$ cat src/rtl/hdmi_timing_gen.sv
// Raster timing generator: hs/vs/de, pixel coordinates and 8-bar test pattern from shadowed setup.
// Latency 1 cycle counters->outputs; no backpressure, setup__ACK always follows setup__ENA by one cycle.
module hdmi_timing_gen #(
  parameter logic HS_POL     = 1'b1,
  parameter logic VS_POL     = 1'b1,
  parameter int   DATA_WIDTH = 36
) (
  input  logic                  CLK,
  input  logic                  nRST,
  input  logic                  setup__ENA,
  input  logic [15:0]           setup__ahEnd,
  input  logic [15:0]           setup__ahFrontEnd,
  input  logic [7:0]            setup__ahBackSync,
  input  logic [7:0]            setup__ahSyncWidth,
  input  logic [15:0]           setup__avEnd,
  input  logic [15:0]           setup__avFrontEnd,
  input  logic [7:0]            setup__avBackSync,
  input  logic [7:0]            setup__avSyncWidth,
  output logic                  setup__ACK,
  output logic                  param_err,
  output logic                  hs,
  output logic                  vs,
  output logic                  de,
  output logic [15:0]           x,
  output logic [15:0]           y,
  output logic                  frame_start,
  output logic [DATA_WIDTH-1:0] pixel
);

  localparam int CW = DATA_WIDTH / 3;

  typedef struct packed {
    logic [15:0] ah_end;
    logic [15:0] ah_fe;
    logic [7:0]  ah_bs;
    logic [7:0]  ah_sw;
    logic [15:0] av_end;
    logic [15:0] av_fe;
    logic [7:0]  av_bs;
    logic [7:0]  av_sw;
  } timing_t;

  typedef enum logic {ST_IDLE = 1'b0, ST_RUN = 1'b1} state_t;

  state_t                state_q, state_d;
  timing_t               shadow_q, shadow_d;
  timing_t               act_q, act_d;
  timing_t               setup_in;
  logic                  shadow_ok_q, shadow_ok_d;
  logic                  ack_q, ack_d;
  logic                  err_q, err_d;
  logic [15:0]           h_q, h_d;
  logic [15:0]           v_q, v_d;
  logic [2:0]            bar_q, bar_d;
  logic [15:0]           pos_q, pos_d;
  logic                  hs_q, hs_d;
  logic                  vs_q, vs_d;
  logic                  de_q, de_d;
  logic                  fs_q, fs_d;
  logic [15:0]           x_q, x_d;
  logic [15:0]           y_q, y_d;
  logic [DATA_WIDTH-1:0] pix_q, pix_d;

  logic [16:0] h_sum, v_sum;
  logic        setup_ok;
  logic        line_start;
  logic [15:0] bar_w;
  logic        run;
  logic [15:0] hs_start, hs_stop, vs_start, vs_stop;

  always_comb begin
    setup_in.ah_end = setup__ahEnd;
    setup_in.ah_fe  = setup__ahFrontEnd;
    setup_in.ah_bs  = setup__ahBackSync;
    setup_in.ah_sw  = setup__ahSyncWidth;
    setup_in.av_end = setup__avEnd;
    setup_in.av_fe  = setup__avFrontEnd;
    setup_in.av_bs  = setup__avBackSync;
    setup_in.av_sw  = setup__avSyncWidth;
    // 17-bit sums so a large porch cannot wrap past End and look legal
    h_sum = {1'b0, setup__ahFrontEnd} + {9'd0, setup__ahBackSync} + {9'd0, setup__ahSyncWidth};
    v_sum = {1'b0, setup__avFrontEnd} + {9'd0, setup__avBackSync} + {9'd0, setup__avSyncWidth};
    setup_ok = (setup__ahEnd != 16'd0) && (setup__ahFrontEnd != 16'd0) &&
               (h_sum < {1'b0, setup__ahEnd}) &&
               (setup__avEnd != 16'd0) && (setup__avFrontEnd != 16'd0) &&
               (v_sum < {1'b0, setup__avEnd});
  end

  always_comb begin
    shadow_d    = shadow_q;
    shadow_ok_d = shadow_ok_q;
    err_d       = err_q;
    ack_d       = setup__ENA;
    if (setup__ENA) begin
      if (setup_ok) begin
        shadow_d    = setup_in;
        shadow_ok_d = 1'b1;
        err_d       = 1'b0;
      end else begin
        err_d = 1'b1;
      end
    end
  end

  // Raster counters; active timing only changes where h and v both restart
  always_comb begin
    state_d    = state_q;
    act_d      = act_q;
    h_d        = h_q;
    v_d        = v_q;
    bar_d      = bar_q;
    pos_d      = pos_q;
    line_start = 1'b0;
    case (state_q)
      ST_IDLE: begin
        if (ack_q && shadow_ok_q) begin
          state_d    = ST_RUN;
          act_d      = shadow_q;
          h_d        = '0;
          v_d        = '0;
          line_start = 1'b1;
        end
      end
      ST_RUN: begin
        if (h_q == act_q.ah_end - 16'd1) begin
          h_d        = '0;
          line_start = 1'b1;
          if (v_q == act_q.av_end - 16'd1) begin
            v_d   = '0;
            act_d = shadow_q;
          end else begin
            v_d = v_q + 16'd1;
          end
        end else begin
          h_d = h_q + 16'd1;
        end
      end
      default: state_d = ST_IDLE;
    endcase

    // Bar index tracked incrementally; leftover pixels stay in bar 7
    bar_w = {3'b000, act_d.ah_fe[15:3]};
    if (line_start) begin
      pos_d = '0;
      bar_d = (bar_w == 16'd0) ? 3'd7 : 3'd0;
    end else if (state_q == ST_RUN) begin
      if (bar_q != 3'd7 && pos_q == bar_w - 16'd1) begin
        bar_d = bar_q + 3'd1;
        pos_d = '0;
      end else begin
        pos_d = pos_q + 16'd1;
      end
    end
  end

  always_comb begin
    run      = (state_q == ST_RUN);
    hs_stop  = act_q.ah_end - {8'd0, act_q.ah_bs};
    hs_start = hs_stop - {8'd0, act_q.ah_sw};
    vs_stop  = act_q.av_end - {8'd0, act_q.av_bs};
    vs_start = vs_stop - {8'd0, act_q.av_sw};
    de_d     = run && (h_q < act_q.ah_fe) && (v_q < act_q.av_fe);
    hs_d     = (run && h_q >= hs_start && h_q < hs_stop) ? HS_POL : ~HS_POL;
    vs_d     = (run && v_q >= vs_start && v_q < vs_stop) ? VS_POL : ~VS_POL;
    fs_d     = run && (h_q == 16'd0) && (v_q == 16'd0);
    x_d      = de_d ? h_q : x_q;
    y_d      = de_d ? v_q : y_q;
    pix_d    = '0;
    if (de_d) begin
      pix_d[3*CW-1:0] = {{CW{bar_q[2]}}, {CW{bar_q[1]}}, {CW{bar_q[0]}}};
    end
  end

  always_ff @(posedge CLK or negedge nRST) begin
    if (!nRST) begin
      state_q     <= ST_IDLE;
      shadow_q    <= '0;
      act_q       <= '0;
      shadow_ok_q <= 1'b0;
      ack_q       <= 1'b0;
      err_q       <= 1'b0;
      h_q         <= '0;
      v_q         <= '0;
      bar_q       <= '0;
      pos_q       <= '0;
      hs_q        <= ~HS_POL;
      vs_q        <= ~VS_POL;
      de_q        <= 1'b0;
      fs_q        <= 1'b0;
      x_q         <= '0;
      y_q         <= '0;
      pix_q       <= '0;
    end else begin
      state_q     <= state_d;
      shadow_q    <= shadow_d;
      act_q       <= act_d;
      shadow_ok_q <= shadow_ok_d;
      ack_q       <= ack_d;
      err_q       <= err_d;
      h_q         <= h_d;
      v_q         <= v_d;
      bar_q       <= bar_d;
      pos_q       <= pos_d;
      hs_q        <= hs_d;
      vs_q        <= vs_d;
      de_q        <= de_d;
      fs_q        <= fs_d;
      x_q         <= x_d;
      y_q         <= y_d;
      pix_q       <= pix_d;
    end
  end

  assign setup__ACK  = ack_q;
  assign param_err   = err_q;
  assign hs          = hs_q;
  assign vs          = vs_q;
  assign de          = de_q;
  assign x           = x_q;
  assign y           = y_q;
  assign frame_start = fs_q;
  assign pixel       = pix_q;

endmodule

$ cat config.mk
export PLATFORM = sky130hd
export DESIGN_NAME = hdmi_timing_gen
export DESIGN_NICKNAME = d
export VERILOG_FILES = /design/src/rtl/hdmi_timing_gen.sv
export SDC_FILE = /design/constraint.sdc
export NUM_CORES = 1
export LEC_CHECK = 0
export BUFFER_PORTS_ARGS = -buffer_cell sky130_fd_sc_hd__buf_2
export CAP_MARGIN = 20
export CORE_MARGIN = 3
export CORE_UTILIZATION = 55
export CTS_BUF_LIST = sky130_fd_sc_hd__clkbuf_8
export CTS_CLUSTER_SIZE = 14
export DETAILED_ROUTE_END_ITERATION = 10
export PLACE_DENSITY = 0.79
export SLEW_MARGIN = 20
export SYNTH_ARGS = -nofsm -noshare
export SYNTH_HDL_FRONTEND = slang
export SYNTH_SLANG_ARGS = --single-unit
$ cat constraint.sdc
create_clock -name CLK -period 10.03 [get_ports CLK]
set_input_delay 0.5015 -clock CLK [delete_from_list [all_inputs] [get_ports CLK]]
set_output_delay 0.5015 -clock CLK [all_outputs]
set_load 0.01 [all_outputs]
==> results.txt, run 1 <==
* Post-Route Hold Slack: -0.0550 ns
* Number of nets in the synthesized netlist: about 2400
- Placed cell count: 2601
- Across the run, the number of max-cap violations was 0.
* Final Max Tran Viols: 0
* Global-route usage over all layers: 26.7%
- Critical path arrival: approximately 8.4 ns
- Number of enable-type register cells in the synthesized netlist: 0
- Setup violations remaining at the end of the flow were counted as 0.
- For this design the ratio of total power to cell area is 328 mW/mm^2.
* Length in cells of the worst reg-to-reg path: 24
- Number of warnings printed during yosys synthesis: 0
- Top Usage Layer GRT: met1
* Wire length of the first global-routing pass: roughly 83000 um
- Share of power burned in the clock network: between 10% and 20%
* Overall power after layout: 0.00709 W
* Root Buffer: sky130_fd_sc_hd__clkbuf_8
- Of all nets on the critical path, the largest fanout is just over 80.
- Fraction of power consumed by combinational cells: 57.2%
* Slew @ Worst Pin: a little over 1 ns
* Layout Area Growth over Synthesis: 10.4%
- Final instance count without filler cells: around 2700
- Before antenna repair, the detailed router went through 6 iterations.
- The wire-length estimate of the detail-placed layout is 38700 um.
- A synthesized cell averages roughly 9.4 um^2.
- Cells after synthesis: 2090
- By startpoint and endpoint, the worst setup path is classified as flip-flop to flip-flop.
- The number of setup buffers added after CTS is 0.
- Synth top area share: between 30 and 40%
- After synthesis, the cell types taking the most area are sky130_fd_sc_hd__dfrtp_1 (37%), sky130_fd_sc_hd__ha_1 (12%), sky130_fd_sc_hd__mux2_2 (7.5%).
- Worst setup endpoint: bar_q[0]$_DFFE_PN0P_
- For this run, the leading register cell type out of synthesis is sky130_fd_sc_hd__dfrtp_1.
- Part of the cycle the worst path needs: around 79%
- During I/O placement, the number of pins put on the boundary was 173.
- In this run the standard cell core region covers roughly 0.035 mm^2.
* Async set-reset flop share out of synthesis: 100%
* Critical path startpoint: act_q[81]$_DFFE_PN0P_
* DRC violations left: 0
- TritonCTS clock tree: done
* Reg-to-reg critical path endpoint: bar_q[0]$_DFFE_PN0P_
- In the routed layout, each cell is associated on average with a via count of between 5 and 6.
* Most common cell after layout, fill and taps aside: sky130_fd_sc_hd__dfrtp_1
- Flop-to-flop setup slack: 2.07 ns
* PostCTS Resize Cnt: 0
- The tightest min-delay check is of the input pin to asynchronous set/reset pin type.
- Cells with a size suffix above 1 make up roughly 18% of the layout.
- Worst setup slack before clock tree synthesis: 2.26 ns
* Proportion of synthesized chip area in sequential cells: between 30% and 40%
* Global-route track usage on met1: 40.8%
* GR Util met2: 38.9%
- Die boundary width: a little under 200 um
- The worst setup path is launched from a flip-flop.
* Overall die area: approximately 0.038 mm^2
- Overflow left after global routing: 0
- Number of hold-repair buffers added at the cts stage: 0
- After the last flow step, the layout net total stands at around 2500.
- RSZ-0062 raised after global routing: false
- The number of global-route vias before repair came to between 15000 and 20000.
- Fin crit period: 7.96 ns
* GP Congestion: roughly 0.96
- The worst register-to-register path begins at act_q[81]$_DFFE_PN0P_.
- Sum of negative setup slack: 0 ns
- The clock passes through at most 3 buffers.
- Dividing the detail-routed wire length by the instance count gives 19.1 um.
* Total leakage power: 10.6 nW
* Run status: finished, violations left
- The final reports fail on hold timing.
- Internal power comes to about 0.004 W.
- In this run, CTS created clock tree buffers numbering 48.
- The final layout contains routed wiring with a total length of just over 50000 um.
- Min setup slack post-route: ~2.1 ns
* Final hold violation count: 20
- Detailed routing inserted a total of 15900 vias.
* Initial detailed-routing violation count: between 1000 and 1500
* Sequential cell fraction of total power: 26.1%
* Standard-cell rows: between 60 and 70
- Entering global routing, the biggest net connects 176 pins.
- Antenna violations before repair: 2
* Synth Register Bits: ~290
- Once the floorplan was initialized, standard cells occupied a little under three fifths of the core.
* Endpoint type of the worst setup path: flip-flop
- Number of levels in the clock H-tree: 2
- Count of input and output buffers: 172
- Measured along the y axis, the die boundary spans 195 um.
* Data required time at the worst endpoint: 10.50 ns
* VDD IR-drop max: ~0.19 mV
- Net switching is 42.6% of the power.
- In this run, distinct cell masters in the synthesized netlist total 80.
- The filler cells instantiated in the layout total about 2800.
- P_sw: 0.00302 W
- The detail route stage leaves a number of antenna-violating nets equal to 0.
- Post-route core utilization: 62.1%
- After synthesis the cells add up to roughly 0.02 mm^2.
* CTS clk-pin slew, worst paths: about 0.06 ns
* Max Clock Skew: 0.0314 ns
- Clk sinks: 286
- Measured against its own limit, the worst slew margin works out to approximately 32%.
* Worst skew pair latency: around 0.58 ns
- Most frequent cells in the layout: sky130_fd_sc_hd__dfrtp_1 (286), sky130_fd_sc_hd__nand2_1 (243), sky130_fd_sc_hd__ha_1 (181)
- Global routing used 4.92% of the available met3 tracks.
- The biggest area contributor in the post-synthesis netlist is sky130_fd_sc_hd__dfrtp_1.
- Derived from the worst setup path, the maximum achievable clock frequency is between 0.1 and 0.15 GHz.
## synth_stat cells (8+ instances only)
cell and n:
sky130_fd_sc_hd__dfrtp_1 286, sky130_fd_sc_hd__nand2_1 244, sky130_fd_sc_hd__ha_1 181, sky130_fd_sc_hd__inv_1 162
sky130_fd_sc_hd__o21ai_0 151, sky130_fd_sc_hd__mux2_2 131, sky130_fd_sc_hd__nor2_1 95, sky130_fd_sc_hd__xnor2_1 92
sky130_fd_sc_hd__clkbuf_1 72, sky130_fd_sc_hd__a21o_1 55, sky130_fd_sc_hd__a21oi_1 54, sky130_fd_sc_hd__xor2_1 51
sky130_fd_sc_hd__nand3_1 38, sky130_fd_sc_hd__nor3_1 38, sky130_fd_sc_hd__nor4_1 37, sky130_fd_sc_hd__buf_4 35
sky130_fd_sc_hd__nand2b_1 32, sky130_fd_sc_hd__and3_1 30, sky130_fd_sc_hd__o21a_1 27, sky130_fd_sc_hd__nor2b_1 25
sky130_fd_sc_hd__fa_1 22, sky130_fd_sc_hd__nand4_1 18, sky130_fd_sc_hd__o211ai_1 14, sky130_fd_sc_hd__or3_1 12
sky130_fd_sc_hd__o21bai_1 11, sky130_fd_sc_hd__a211oi_1 10, sky130_fd_sc_hd__and2_1 10, sky130_fd_sc_hd__nor3b_1 9
sky130_fd_sc_hd__buf_1 8, sky130_fd_sc_hd__buf_2 8, sky130_fd_sc_hd__o2111ai_1 8, sky130_fd_sc_hd__o31ai_1 8
## power by group through the flow
stage	combinational, W	clock, W	sequential, W
2_1_floorplan	0.00329	0	0.00167
6_report	0.00406	0.00118	0.00185
3_3_place_gp	0.00386	0	0.00183
4_1_cts	0.00405	0.00120	0.00184
5_1_grt	0.00459	0.00126	0.00189
3_5_place_dp	0.00400	0	0.00185
## critical path, stage by stage, from the launching register on
cell	delay, ns
sky130_fd_sc_hd__dfrtp_1	0.45
sky130_fd_sc_hd__inv_1	0.12
sky130_fd_sc_hd__ha_1	0.28
sky130_fd_sc_hd__or3b_2	0.53
sky130_fd_sc_hd__nor4_1	0.30
sky130_fd_sc_hd__xnor2_1	0.20
sky130_fd_sc_hd__nand4_1	0.13
sky130_fd_sc_hd__nor4b_2	0.32
sky130_fd_sc_hd__nand4_1	0.83
sky130_fd_sc_hd__nand2_4	1.00
sky130_fd_sc_hd__nor2_1	0.09
sky130_fd_sc_hd__a21oi_1	0.25
sky130_fd_sc_hd__ha_1	0.29
sky130_fd_sc_hd__nand2_1	0.17
sky130_fd_sc_hd__nor2_1	0.29
sky130_fd_sc_hd__nor2_1	0.07
sky130_fd_sc_hd__or3_1	0.30
sky130_fd_sc_hd__a221oi_1	0.35
sky130_fd_sc_hd__o41ai_1	0.15
sky130_fd_sc_hd__mux2_2	0.27
sky130_fd_sc_hd__nor4_1	0.29
sky130_fd_sc_hd__nand4b_1	0.26
sky130_fd_sc_hd__nor3_1	0.43
sky130_fd_sc_hd__a21oi_1	0.13
sky130_fd_sc_hd__o32a_1	0.31
## final cells by class
type                       count  area [um^2]  area share (%)
sequential                   286         7160            33.1
clock buffer                  62          853            3.95
antenna                        1         2.50          0.0116
tap                          455          569            2.63
timing repair buffer         181          951            4.40
inverter                     163          612            2.83
multi-input combinational   1516        11200            51.9
clock inverter                26          258            1.19
## logic make-up (layout without fill, tap and decap cells)
group	Yosys count	count (layout)	share of synthesized area, %
and+or+nand+nor	622	622	15.5
AOI/OAI and AO/OA	408	408	13.3
buffers and inverters	288	432	6.29
DFF	286	286	36.5
adders and majority gates	203	203	13.8
xor gates and xnor gates	145	145	6.63
muxes	138	138	7.89
other	0	1	0
## how the worst min path moves through the flow
stage	start	end	slack (ns)	cells past startpoint
2_1_floorplan	nRST	act_q[0]$_DFFE_PN0P_	0.21	0
6_report	nRST	act_q[4]$_DFFE_PN0P_	-0.06	1
5_1_grt	nRST	act_q[4]$_DFFE_PN0P_	0.04	1
3_3_place_gp	act_q[64]$_DFFE_PN0P_	act_q[64]$_DFFE_PN0P_	0.45	2
3_5_place_dp	shadow_q[24]$_DFFE_PN0P_	act_q[24]$_DFFE_PN0P_	0.46	2
4_1_cts	nRST	act_q[4]$_DFFE_PN0P_	0.001	1
## flip-flops by register name, summed over array words and instances (netlist names), 3 cells and up
register / flops
act_q: 96
pixel: 3
shadow_q: 96
y: 16
h_q: 16
pos_q: 16
bar_q: 3
v_q: 16
x: 16
## per-stage QoR
stage	cell area, um^2	hold WS, ns
3_3_place_gp	20500	0.454
5_1_grt	21600	0.0383
2_1_floorplan	19600	0.206
4_1_cts	21600	0.00101
3_5_place_dp	20500	0.462
6_report	21600	-0.0550
## metal layers
metal | up-vias | part of all wire, %
li1 | 7459 | -
met1 | 7651 | 47
met4 | 0 | 2.4
met3 | 86 | 8.4
met5 | - | 0
met2 | 662 | 42
Note: power is estimated with default switching activity, not from simulation.
==> inputs of run 2 (changes only) <==
PLACE_DENSITY = 0.81   (was 0.79)
clock period = 6.7 ns   (was 10.03 ns; I/O delays follow)
==> run 2 against run 1 <==
The flow now finishes without violations. Register-to-register slack lost 1.7 ns. Cell count up 2.0%. Design area up 2.1%.
==> results.txt, run 2 (synthesis results as in run 1) <==
* Run status: complete, no violations
- The finished cells cover ~0.022 mm^2.
* Buffers from clock root to sink, at most: 3
- Clock-pin slew was measured on the worst setup and hold paths at around 0.06 ns.
* Data required time at the worst endpoint: 7.17 ns
* Number of levels in the clock H-tree: 2
* DRC violations left: 0
- Starting utilization of the core area: between 50% and 60%
- The tightest min-delay check is of the input pin to flip-flop type.
* Fin crit period: 6.31 ns
- Placed cell count: around 2600
- Overflow left after global routing: 0
- Max-cap violations: 0
* Number of vias per cell after detailed routing: 6.02
- Part of the cycle the worst path needs: between 90% and 100%
- Root Buffer: sky130_fd_sc_hd__clkbuf_8
- Worst skew pair latency: between 0.6 and 0.7 ns
* I/O pin count: about 170
- The number of global-route vias before repair came to 16300.
- Share of cells above drive strength 1: between 15 and 20%
- After the first detailed-routing iteration, the DRC count stood at roughly 1400.
- Number of nets with antenna violations after detailed routing: 0
- Achievable clock frequency: between 0.15 and 0.2 GHz
- Routability-driven placement finished with a final weighted congestion of between 0.9 and 1.
* Slew Limit Headroom: a little over a third
- Global-route usage over all layers: ~29%
* Most common cell after layout, fill and taps aside: sky130_fd_sc_hd__dfrtp_1
- Largest registers in the final layout: act_q x96, shadow_q x96
* Power density over cell area: 486 mW/mm^2
- HPWL reported at the end of detailed placement: 40100 um
- Max Clock Skew: 0.0427 ns
- The analysis attributes to cell leakage a power of 10.8 nW.
* Slowest cell on the critical path: sky130_fd_sc_hd__or3b_2
* Placed Area: slightly above 0.02 mm^2
* First-pass iteration count of the detailed router: 6
- Crit path max fanout: 6
* Count of input and output buffers: 172
- Inserted Clock Buffers: 47
- Post-route core utilization: between 60% and 70%
- Antenna violations before repair: 1
- The finished layout holds 2744 standard cells, fillers aside.
* Standard-cell rows: between 60 and 70
- Critical path arrival: a little under 7 ns
- Number of setup violations in the final report: 0
- Wire length after detailed routing: 55300 um
- Critical Setup Path Class: flip-flop to flip-flop
* Core Footprint: ~0.035 mm^2
- Final Max Tran Viols: 0
- The worst setup path is captured at a flip-flop.
* Delay of the slowest critical-path stage: ~0.53 ns
* Wire length of the first global-routing pass: between 80000 and 90000 um
- TritonCTS clock tree: done
- The final route contains roughly 17000 vias.
* VDD IR-drop max: roughly 0.25 mV
- In this run the vertical extent of the chip is between 150 and 200 um.
* Post-detailed-route wirelength per cell: around 20 um
- At the pin with the least slew margin, the transition time is 0.961 ns.
* Die boundary width: between 150 and 200 um
- The net count of the finished layout is around 2600.
* Final hold violation count: 0
- Layout Area Growth over Synthesis: 12.7%
* Most frequent cells in the layout: sky130_fd_sc_hd__dfrtp_1 (286), sky130_fd_sc_hd__nand2_1 (243), sky130_fd_sc_hd__ha_1 (181)
* Setup crit start kind: flip-flop
* Clk sinks: 286
- The die covers 0.0379 mm^2.
- Entering global routing, the biggest net connects 177 pins.
-- run 2: timing repair --
| action | in CTS | in global routing |
|---|---|---|
| resized for setup | 0 | 2 |
| endpoints found under the setup margin | 0 | 19 |
| endpoints found under the hold margin | 144 | 1 |
| hold buffers | 35 | 1 |
| setup buffers | 0 | 3 |
-- run 2: power by group --
| group | total, W | switching (W) | internal, W | leakage, nW |
|---|---|---|---|---|
| sequential | 0.00272 | 0.000508 | 0.00221 | 3.65 |
| clock | 0.00165 | 0.000739 | 0.000912 | 0.589 |
| combinational | 0.00635 | 0.00343 | 0.00291 | 6.60 |
| total | 0.0107 | 0.00468 | 0.00604 | 10.8 |
-- run 2: worst max-delay path, delay by kind of cell, from the launching register on --
| family | cells | cell delay (ns) |
|---|---|---|
| XOR/XNOR | 1 | 0.19 |
| buffers and inverters | 3 | 0.52 |
| flip-flops | 1 | 0.43 |
| AO/OA/AOI/OAI | 6 | 1.26 |
| AND/OR/NAND/NOR | 13 | 2.91 |
| adder cells (fa/ha/maj) | 2 | 0.60 |
| multiplexers | 1 | 0.28 |
-- run 2: metal layers --
layer	vias to the layer above	GRT usage (%)	routed length [um]
met5	-	0	0
met4	0	10.2	2020
met3	159	5.30	4560
met2	759	42.4	23500
met1	8014	42.6	25200
li1	7585	-	-
-- run 2: path summary, 6_finish.rpt --
kind	start	to	slack, ns	depth (start not counted)
setup / recovery	act_q[80]$_DFFE_PN0P_	pos_q[2]$_DFFE_PN0P_	0.39	26
setup reg to reg	act_q[80]$_DFFE_PN0P_	pos_q[2]$_DFFE_PN0P_	0.39	26
hold / removal	setup__ahBackSync[7]	shadow_q[63]$_DFFE_PN0P_	0.01	2
min in group asynchronous	nRST	y[3]$_DFFE_PN0P_	0.39	2
max in group asynchronous	nRST	setup__ACK$_DFF_PN0_	4.91	3
hold reg to reg	act_q[16]$_DFFE_PN0P_	act_q[16]$_DFFE_PN0P_	0.48	2
-- run 2: final cells by class --
| class | count | area, um^2 |
|---|---|---|
| timing repair buffer | 236 | 1470 |
| fill | 2806 | 12700 |
| multi-input combinational | 1516 | 11200 |
| sequential | 286 | 7160 |
| tap | 455 | 569 |
| clock buffer | 62 | 853 |
| clock inverter | 24 | 180 |
| inverter | 163 | 612 |
| antenna | 2 | 5.00 |
-- run 2: metrics by stage --
stage / setup TNS, ns / worst slack, ns / hold WS, ns / total power, W
2_1_floorplan: 0 / 0.711 / 0.0394 / 0.00743
3_3_place_gp: 0 / 0.607 / 0.451 / 0.00861
3_5_place_dp: 0 / 0.279 / 0.461 / 0.00885
4_1_cts: 0 / 0.221 / 0.000868 / 0.0106
5_1_grt: -0.0390 / -0.0332 / 0.0100 / 0.0116
6_report: 0 / 0.391 / 0.0124 / 0.0107
==> inputs of run 3 (changes only) <==
--- a/config.mk
+++ b/config.mk
@@ -8,4 +8,5 @@
 export BUFFER_PORTS_ARGS = -buffer_cell sky130_fd_sc_hd__buf_2
 export CAP_MARGIN = 20
+export CORE_ASPECT_RATIO = 1.75
 export CORE_MARGIN = 3
 export CORE_UTILIZATION = 55
==> constraint.sdc (replaced) <==
create_clock -name CLK -period 6.7 [get_ports CLK]
set_input_delay 0 -clock CLK [delete_from_list [all_inputs] [get_ports CLK]]
set_output_delay 0 -clock CLK [all_outputs]
set_load 0.01 [all_outputs]
==> run 3 against run 2 <==
Core utilization grew 2.1 points. Worst setup slack worse by 0.034 ns. Wire length increased by 13%. Cell count rose by 2.7%. Via count rose by 2.5%. Critical endpoint is now bar_q[2]$_DFFE_PN0P_.
==> results.txt, run 3 (synthesis results as in run 1) <==
- Final hold violation count: 0
* Die boundary width: 149 um
- The floorplan has 90 rows.
* Number of vias per cell after detailed routing: approximately 6.0
* Vias: between 15000 and 20000
* Die extent in y: about 260 um
- Number of global-route vias before repair: 17700
- Max-cap violations in this run came to 0.
- Crit path max fanout: 16
- The H-tree was split into 2 levels.
* Core Footprint: 0.0348 mm^2
- For this run, the share of the core covered by cells in the final layout is between 60% and 70%.
- In the layout the commonest cells are sky130_fd_sc_hd__dfrtp_1 (286), sky130_fd_sc_hd__nand2_1 (243), sky130_fd_sc_hd__ha_1 (181).
* DRC violations left: 0
* Power density over cell area: ~480 mW/mm^2
- The tightest hold path in the finished design has a slack of between 0.15 and 0.2 ns.
* Number of setup violations in the final report: 0
- The smallest clock period supported by the final layout is computed as approximately 6.3 ns.
- The routed design has between 60000 and 70000 um of wire.
- OpenSTA, run right after detailed placement, puts the worst setup slack at about 0.39 ns.
- Relative to the synthesized area, the layout overhead comes to 16.3%.
- Overall die area: between 0.03 and 0.04 mm^2
- The first global-routing pass estimated between 90000 and 100000 um of wire.
- Count of fill cells added during filler insertion: 2734
- IR analysis of the VDD net gives a maximum drop of approximately 0.31 mV.
- The initial utilization of the core area, before any placement, comes to approximately 56%.
- Share of cells above drive strength 1: roughly 18%
- The design draws roughly 0.011 W.
* Total leakage power: approximately 11 nW
* HPWL reported at the end of detailed placement: approximately 44000 um
- Clock tree synthesis found a total of about 290 sinks.
* Setup crit start kind: flip-flop
- After layout, the worst path uses 94.7% of the clock period.
* Slowest cell on the critical path: sky130_fd_sc_hd__or3b_2
- The critical path goes through inv_1 > ha_1 > or3b_2 > nor4_1 > xnor2_1 > nand4_1 > nor4b_2 > nand4_1 > buf_4 > a21boi_0 > nor2_1 > ha_1 > and2_1 > nand2_1 > xor2_1 > a221oi_1 > o41ai_1 > mux2_2 > nor4_1 > nand4b_1 > o31ai_4 > and2_4 > o21ai_0.
- TritonCTS built the clock tree.
- Data required time at the worst endpoint: roughly 7.2 ns
* I/O pin count: 173
- Across every metal layer, demand over resource in global routing totals 32.2%.
- The worst pin sits at a relative slew slack of 35.9%.
- Routability-driven placement finished with a final weighted congestion of ~1.
- Clock tree synthesis selected as its root buffer the cell sky130_fd_sc_hd__clkbuf_8.
- Across all setup checks in the final design, the least slack found is around 0.36 ns.
- Type of the worst min-delay path: input pin to flip-flop
* Run status: complete, no violations
* Total Nets Final: ~2600
* Count of input and output buffers: about 170
* Sum of negative setup slack: 0 ns
- Most common cell after layout, fill and taps aside: sky130_fd_sc_hd__dfrtp_1
- For this run, the detailed router's first-pass iteration total came to 5.
- In this run the remaining antenna-violating nets after routing total 0.
- After detailed routing, the average wire length per cell comes to ~22 um.
- Maximum number of pins on one net before global-route repair: 161
- Inserted Clock Buffers: 45
* Worst skew pair latency: between 0.6 and 0.7 ns
- The final max-slew violation count was 0.
* Endpoint type of the worst setup path: flip-flop
- Clock-pin slew was measured on the worst setup and hold paths at ~0.07 ns.
- RSZ-0062 raised after global routing: false
- Data arrives at the worst endpoint at 6.82 ns.
* Buffers from clock root to sink, at most: 3
* Critical Setup Path Class: flip-flop to flip-flop
* Initial detailed-routing violation count: ~1000
- Across the routed clock network, the largest skew measured is 0.0332 ns.
* Largest registers in the final layout: act_q x96, shadow_q x96
- Achievable clock frequency: 0.158 GHz
- Antenna violations before repair: 4
- For the pin with the worst max-slew slack, the measured transition is between 0.9 and 1 ns.
- Overflow left after global routing: 0
- Delay of the slowest critical-path stage: between 0.5 and 0.6 ns
## run 3: area by class of cell
cell class	instances	area, um^2	area share [%]
clock inverter	17	159	0.698
timing repair buffer	307	2160	9.50
multi-input combinational	1516	11200	49.2
tap	460	576	2.53
clock buffer	64	881	3.87
inverter	163	612	2.69
antenna	5	12.5	0.0549
sequential	286	7160	31.4
## run 3: power by group
group / switching, W / internal [W] / total [W]
Combinational: 0.00345 / 0.00295 / 0.00640
Sequential: 0.000545 / 0.00221 / 0.00275
Clock: 0.000751 / 0.000964 / 0.00172
## run 3: repair_timing
action / 4_1_cts / 5_1_grt
resized for setup: 0 / 2
endpoints found under the setup margin: 0 / 10
endpoints found under the hold margin: 231 / 0
hold buffers: 100 / 0
setup buffers: 0 / 3
## run 3: stage by stage
| step | area (um^2) | std cells |
|---|---|---|
| 2_1_floorplan | 19600 | 2090 |
| 3_3_place_gp | 20700 | 2629 |
| 3_5_place_dp | 20700 | 2629 |
| 4_1_cts | 22700 | 2810 |
| 5_1_grt | 22800 | 2817 |
| 6_report | 22800 | 2818 |
## run 3: path summary, 6_finish.rpt
path                                                from                       end  slack, ns  cells after the start
worst max-delay path               act_q[80]$_DFFE_PN0P_      bar_q[2]$_DFFE_PN0P_       0.36                     23
worst min-delay path                          setup__ENA      setup__ACK$_DFF_PN0_       0.16                      2
worst max register to register     act_q[80]$_DFFE_PN0P_      bar_q[2]$_DFFE_PN0P_       0.36                     23
worst min register to register  shadow_q[29]$_DFFE_PN0P_     act_q[29]$_DFFE_PN0P_       0.47                      2
max in group asynchronous                           nRST  shadow_q[64]$_DFFE_PN0P_       5.22                      4
min in group asynchronous                           nRST        v_q[6]$_DFFE_PN0P_       0.55                      4
## run 3: worst max-delay path, delay by kind of cell (launching register included)
kind            cells  cell delay, ns
simple gates       11            3.02
compound gates      5            1.13
fa+ha+maj           2            0.56
buf+inv             2            0.45
flops               1            0.43
xor+xnor            2            0.33
mux                 1            0.28
## run 3: layer usage
layer | global-route usage [%] | share of wire (%) | up-vias
met2 | 58.0 | 53 | 681
li1 | - | - | 7703
met1 | 30.4 | 31 | 8199
met5 | 0 | 0 | -
met4 | 30.1 | 12 | 0
met3 | 4.59 | 4.3 | 347
